**src/rtl/alu_pkg.sv**
```systemverilog
// ---------------------------------------------------------------------------
// alu_pkg
// Shared definitions for the 8-bit registered ALU and the sequencer that
// drives it:
//   - 3-bit opcode encodings (add..shl)
//   - bit positions of the ALU flags vector, ordered {C,N,O,Z}
//   - state encoding of the sequencer FSM
// ---------------------------------------------------------------------------
package alu_pkg;

  // ALU opcodes
  localparam logic [2:0] OP_ADD  = 3'd0;
  localparam logic [2:0] OP_SUB  = 3'd1;
  localparam logic [2:0] OP_OR   = 3'd2;
  localparam logic [2:0] OP_AND  = 3'd3;
  localparam logic [2:0] OP_NOT  = 3'd4;
  localparam logic [2:0] OP_COMP = 3'd5;
  localparam logic [2:0] OP_SHR  = 3'd6;
  localparam logic [2:0] OP_SHL  = 3'd7;

  // Bit indices within the 4-bit flags vector
  localparam int FLAG_C = 3;
  localparam int FLAG_N = 2;
  localparam int FLAG_O = 1;
  localparam int FLAG_Z = 0;

  // Sequencer FSM states
  typedef enum logic [1:0] {
    ST_IDLE    = 2'd0,
    ST_ISSUE   = 2'd1,
    ST_CAPTURE = 2'd2
  } seq_state_t;

endpackage

```
**src/rtl/regbank_8x8.sv**
```systemverilog
// ---------------------------------------------------------------------------
// regbank_8x8
// Eight 8-bit registers with one synchronous write port and three
// combinational read ports (two operand reads, one debug read).
// Ports:
//   i_clk, i_rst            clock, asynchronous active-high reset (clears all)
//   i_we, i_waddr, i_wdata  write port
//   i_raddr_a / o_rdata_a   operand A read
//   i_raddr_b / o_rdata_b   operand B read
//   i_raddr_d / o_rdata_d   debug read
// ---------------------------------------------------------------------------
module regbank_8x8 (
  input  logic       i_clk,
  input  logic       i_rst,
  input  logic       i_we,
  input  logic [2:0] i_waddr,
  input  logic [7:0] i_wdata,
  input  logic [2:0] i_raddr_a,
  output logic [7:0] o_rdata_a,
  input  logic [2:0] i_raddr_b,
  output logic [7:0] o_rdata_b,
  input  logic [2:0] i_raddr_d,
  output logic [7:0] o_rdata_d
);
  import alu_pkg::*;

  logic [7:0] r_mem [0:7];

  // Register array: cleared on reset, single write port otherwise
  always_ff @(posedge i_clk or posedge i_rst) begin
    if (i_rst) begin
      for (int i = 0; i < 8; i++) begin
        r_mem[i] <= 8'h00;
      end
    end else if (i_we) begin
      r_mem[i_waddr] <= i_wdata;
    end
  end

  assign o_rdata_a = r_mem[i_raddr_a];
  assign o_rdata_b = r_mem[i_raddr_b];
  assign o_rdata_d = r_mem[i_raddr_d];

endmodule

```
**src/rtl/alu_sequencer.sv**
```systemverilog
// ---------------------------------------------------------------------------
// alu_sequencer
// Issue/capture controller in front of an external 8-bit registered ALU.
// Accepts one instruction per valid/ready handshake, reads operands from the
// internal register bank, drives the ALU for one ISSUE cycle, then in CAPTURE
// samples the ALU result/flags, optionally writes the result back and pulses
// done in the following cycle.
// Ports:
//   clk, rst                         clock, async active-high reset
//   instr_valid / instr_ready        instruction handshake
//   instr_op/dst/src/imm_en/imm/wb   instruction fields
//   alu_a, alu_b, alu_op             registered ALU drives
//   alu_out, alu_flags               ALU result (registered in ALU) and flags
//   flags_q                          flags of the last completed instruction
//   done                             one-cycle completion pulse
//   dbg_addr / dbg_data              combinational debug register read
// ---------------------------------------------------------------------------
module alu_sequencer #(
  parameter int NREGS = 8
) (
  input  logic       clk,
  input  logic       rst,
  input  logic       instr_valid,
  output logic       instr_ready,
  input  logic [2:0] instr_op,
  input  logic [2:0] instr_dst,
  input  logic [2:0] instr_src,
  input  logic       instr_imm_en,
  input  logic [7:0] instr_imm,
  input  logic       instr_wb,
  output logic [7:0] alu_a,
  output logic [7:0] alu_b,
  output logic [2:0] alu_op,
  input  logic [7:0] alu_out,
  input  logic [3:0] alu_flags,
  output logic [3:0] flags_q,
  output logic       done,
  input  logic [2:0] dbg_addr,
  output logic [7:0] dbg_data
);
  import alu_pkg::*;

  localparam int AW = $clog2(NREGS);

  seq_state_t r_state;
  seq_state_t w_next_state;

  logic [7:0]    r_alu_a;
  logic [7:0]    r_alu_b;
  logic [2:0]    r_alu_op;
  logic [AW-1:0] r_dst;
  logic          r_wb;
  logic [3:0]    r_flags;
  logic          r_done;

  logic          w_handshake;
  logic          w_capture;
  logic [7:0]    w_rd_a;
  logic [7:0]    w_rd_b;

  assign instr_ready = (r_state == ST_IDLE);
  assign w_handshake = instr_valid & instr_ready;
  assign w_capture   = (r_state == ST_CAPTURE);

  // Operand reads are addressed straight from the instruction bus because the
  // drives are registered on the handshake edge; this also lets an instruction
  // accepted in a done cycle see the write-back of its predecessor.
  regbank_8x8 u_regbank (
    .i_clk     (clk),
    .i_rst     (rst),
    .i_we      (w_capture & r_wb),
    .i_waddr   (r_dst),
    .i_wdata   (alu_out),
    .i_raddr_a (instr_dst),
    .o_rdata_a (w_rd_a),
    .i_raddr_b (instr_src),
    .o_rdata_b (w_rd_b),
    .i_raddr_d (dbg_addr),
    .o_rdata_d (dbg_data)
  );

  // FSM state register
  always_ff @(posedge clk or posedge rst) begin
    if (rst) begin
      r_state <= ST_IDLE;
    end else begin
      r_state <= w_next_state;
    end
  end

  // FSM next-state decode
  always_comb begin
    w_next_state = r_state;
    case (r_state)
      ST_IDLE: begin
        if (instr_valid) begin
          w_next_state = ST_ISSUE;
        end else begin
          w_next_state = ST_IDLE;
        end
      end
      ST_ISSUE:   w_next_state = ST_CAPTURE;
      ST_CAPTURE: w_next_state = ST_IDLE;
      default:    w_next_state = ST_IDLE;
    endcase
  end

  // ALU drives and latched instruction fields; loaded only on a handshake so
  // they stay frozen through ISSUE and CAPTURE (the ALU flags depend on them)
  always_ff @(posedge clk or posedge rst) begin
    if (rst) begin
      r_alu_a  <= 8'h00;
      r_alu_b  <= 8'h00;
      r_alu_op <= 3'd0;
      r_dst    <= '0;
      r_wb     <= 1'b0;
    end else if (w_handshake) begin
      r_alu_a  <= w_rd_a;
      r_alu_b  <= instr_imm_en ? instr_imm : w_rd_b;
      r_alu_op <= instr_op;
      r_dst    <= instr_dst[AW-1:0];
      r_wb     <= instr_wb;
    end
  end

  // Capture of flags and completion pulse
  always_ff @(posedge clk or posedge rst) begin
    if (rst) begin
      r_flags <= 4'b0000;
      r_done  <= 1'b0;
    end else begin
      if (w_capture) begin
        r_flags <= alu_flags;
      end
      r_done <= w_capture;
    end
  end

  assign alu_a   = r_alu_a;
  assign alu_b   = r_alu_b;
  assign alu_op  = r_alu_op;
  assign flags_q = r_flags;
  assign done    = r_done;

endmodule
```
**config.mk**
```make
export PLATFORM = sky130hd
export DESIGN_NAME = alu_sequencer
export DESIGN_NICKNAME = d
export VERILOG_FILES = /design/src/rtl/alu_pkg.sv /design/src/rtl/regbank_8x8.sv /design/src/rtl/alu_sequencer.sv
export SDC_FILE = /design/constraint.sdc
export NUM_CORES = 1
export LEC_CHECK = 0
export CORE_ASPECT_RATIO = 1.2
export CORE_MARGIN = 2
export CORE_UTILIZATION = 54
export CTS_CLUSTER_SIZE = 40
export DETAILED_ROUTE_END_ITERATION = 16
export PLACE_DENSITY = 0.81
export REMOVE_ABC_BUFFERS = 1
export SYNTH_ARGS = -nofsm -noshare
export SYNTH_HDL_FRONTEND = slang
export SYNTH_SLANG_ARGS = --single-unit
```
**constraint.sdc**
```tcl
create_clock -name clk -period 8.6 [get_ports clk]
set_clock_uncertainty 0.15 [all_clocks]
set_input_delay 1.72 -clock clk [delete_from_list [all_inputs] [get_ports clk]]
set_output_delay 1.72 -clock clk [all_outputs]
set_load 0.01 [all_outputs]
```
==> out/qor.yml <==
status: "complete, no violations"
grt_pass1_vias: 3755
slowest_stage: "clkdlybuf4s50_1"
synth_ff_type: "dfrtp_1"
syn_inst: 398
hold_depth: 2
final_area_mm2: 0.00621
slew_violations: 0
dpl_cell_area_mm2: 0.00590
postCtsHoldBufs: 0
yosysMostFrequentCell: "mux2_2"
start_kind: "input port"
max_slew.worst_pin.slew_ns: 1.15
fin_hold_ws_ns: 0.328
die-height_um: 111
maxCapViolations: 0
critical_path_class: "input port to primary output"
tritoncts: "done"
setup_viol: 0
rsz0062_at_grt: "no"
num_vias: 3615
rrSetupSlack_ns: 6.18
critPathRequiredTime_ns: 6.73
vias_per_cell: 6.24
cts_resized: 0
cp-end-kind: "primary output"
nets: 489
fin_crit_ns: 6.25
dr_wl_met2_um: 7060
track_usage_pct: 26.5
peakVddDrop_mv: 0.145
worstPathMaxFanout: 16
io_pins: 70
cts_root_buffer: "clkbuf_16"
drc_errors: 0
wl_um: 13200
path_cells: "clkdlybuf4s50_1, mux4_2, mux2_2, clkdlybuf4s50_1"
syn_avg_cell_area_um2: 13.0
clock_latency_ns: 0.34
slew_headroom_pct: 23.1
diodes: 0
hp-class: "flop to flop"
drive_above_1_share_pct: 32.7
core_area_mm2: 0.00942
yosys-top-cells-area: "dfrtp_1 (45%), mux2_2 (22%), mux2i_1 (7.7%)"
area_growth_pct: 19.9
critPathMaxStageDelay_ns: 1.23
clk_pin_slew_worst_paths_ns: 0.06
drt_iter0_drc: 269
yosysSeqAreaShare_pct: 45.5
dieArea_mm2: 0.0104
p_leak_nw: 2.71
synth_edf_count: 0
top_layer_used: "met4"
clk_path_buf_depth: 2
synth_top_area_cell: "dfrtp_1"
dp_hpwl_um: 8460
post-route-period-util_pct: 72.7
tns_ns: 0
path_buf_inv: 2
dr.pass1.iters: 4
crit_path_frequent_cell: "clkdlybuf4s50_1"
crit_cells: 4
drt-met1-wl_um: 5040
die_x_um: 93.4
start_util_pct: 54.9
gp_congestion: 0.836
portBuffers: 69
total_power_w: 0.00174
grt_remaining_overflow: 0
p_per_area_mw_per_mm2: 280
ys_async_sr_fraction_pct: 100
cts_buffers: 9
grt_pass1_wl_um: 20500
syn-cell-area_mm2: 0.00517
cts_max_level: 3
antenna_found_initial: 0
hold_viol: 0
wl_per_cell_um: 22.9
fmax_ghz: 0.160
detail-route-antenna-nets: 0
post_cts_buffers: 0
r2r_cells: 4
critPathArrivalTime_ns: 4.38
wl_met3_um: 833
grt_max_degree: 55
cts_sinks: 94
synth_seq_cells: 94
synth_top_area_share_pct: 45.5
fill_cells: 711
synth_common_cells: "mux2_2 (101), dfrtp_1 (94), mux2i_1 (40)"
yosys_warnings: 0
cp_top_family: "buffers and inverters"
rows: 39
ys_types: 34
[area by class of cell]
| type | count | area [um2] | share of cell area [%] |
|---|---|---|---|
| well taps | 123 | 154 | 2.48 |
| clock inverters | 3 | 42.5 | 0.685 |
| multi-input cells | 273 | 2680 | 43.1 |
| inverters | 3 | 12.5 | 0.202 |
| flip-flops and latches | 94 | 2350 | 37.9 |
| clock buffers | 12 | 267 | 4.29 |
| repair buffers | 71 | 701 | 11.3 |
[state kept, by name, summed over array words and instances, names as in the netlist]
register and flops:
r_dst 3, r_wb 1, done 1, flags_q 4, r_state 2, alu_b 8
u_regbank.r_mem 64, alu_op 3, alu_a 8
[per-stage QoR]
step / cells / setup slack [ns] / util, %
final: 579 / 2.35 / 65.9
after floorplan: 370 / 4.26 / -
after detailed placement: 564 / 2.42 / 62.6
after CTS: 579 / 2.37 / 65.9
after global routing: 579 / 2.28 / 65.9
after global placement: 564 / 2.47 / 62.6
[routing by layer]
layer / vias to the layer above / GRT usage (%)
li1: 1624 / -
met1: 1846 / 32.9
met2: 121 / 44.5
met3: 24 / 4.08
met4: 0 / 13.2
met5: - / 0
[report_power, final]
group / leakage [nW] / switching [W] / total (W) / internal, W
Clock: 0.151 / 0.000159 / 0.000406 / 0.000247
Combinational: 1.38 / 0.000204 / 0.000568 / 0.000364
Sequential: 1.17 / 0.000160 / 0.000761 / 0.000601
[worst register-to-register path, cell delays in order, from the launching register on]
cell,delay (ns)
dfrtp_1,0.47
or3b_1,0.79
inv_2,0.54
mux2i_1,0.25
a31oi_1,0.06
[cell usage in the layout (no fill, tap or decap), drive strengths merged, types with 4 or more instances in the layout]
cell type / netlist / routed
clkdlybuf4s50: 0 / 68
nor2b: 5 / 5
a22o: 8 / 8
dfrtp: 94 / 94
nor2: 4 / 4
o31ai: 11 / 11
mux2: 101 / 101
o22ai: 15 / 15
mux4: 16 / 16
clkbuf: 6 / 12
mux2i: 40 / 40
o221ai: 4 / 4
nand2: 33 / 33
o221a: 4 / 4
nand2b: 6 / 6
nand3b: 6 / 6
[final timing paths]
path / start / end
max: dbg_addr[0] / dbg_data[7]
min: alu_a[7] / alu_a[7]
max reg2reg: r_state[1] / alu_b[0]
min reg2reg: alu_a[7] / alu_a[7]
max in group asynchronous: rst / alu_b[7]
min in group asynchronous: rst / u_regbank.r_mem[23]
[cells by family (layout without fill, tap and decap cells)]
family,count (synthesis),count (layout),share of synthesized area (%)
mux,157,157,36.7
flops,94,94,45.5
simple gates,65,65,7.57
compound gates,51,51,7.50
buf+inv,31,89,2.80
Power figures use the tool's default switching activity.
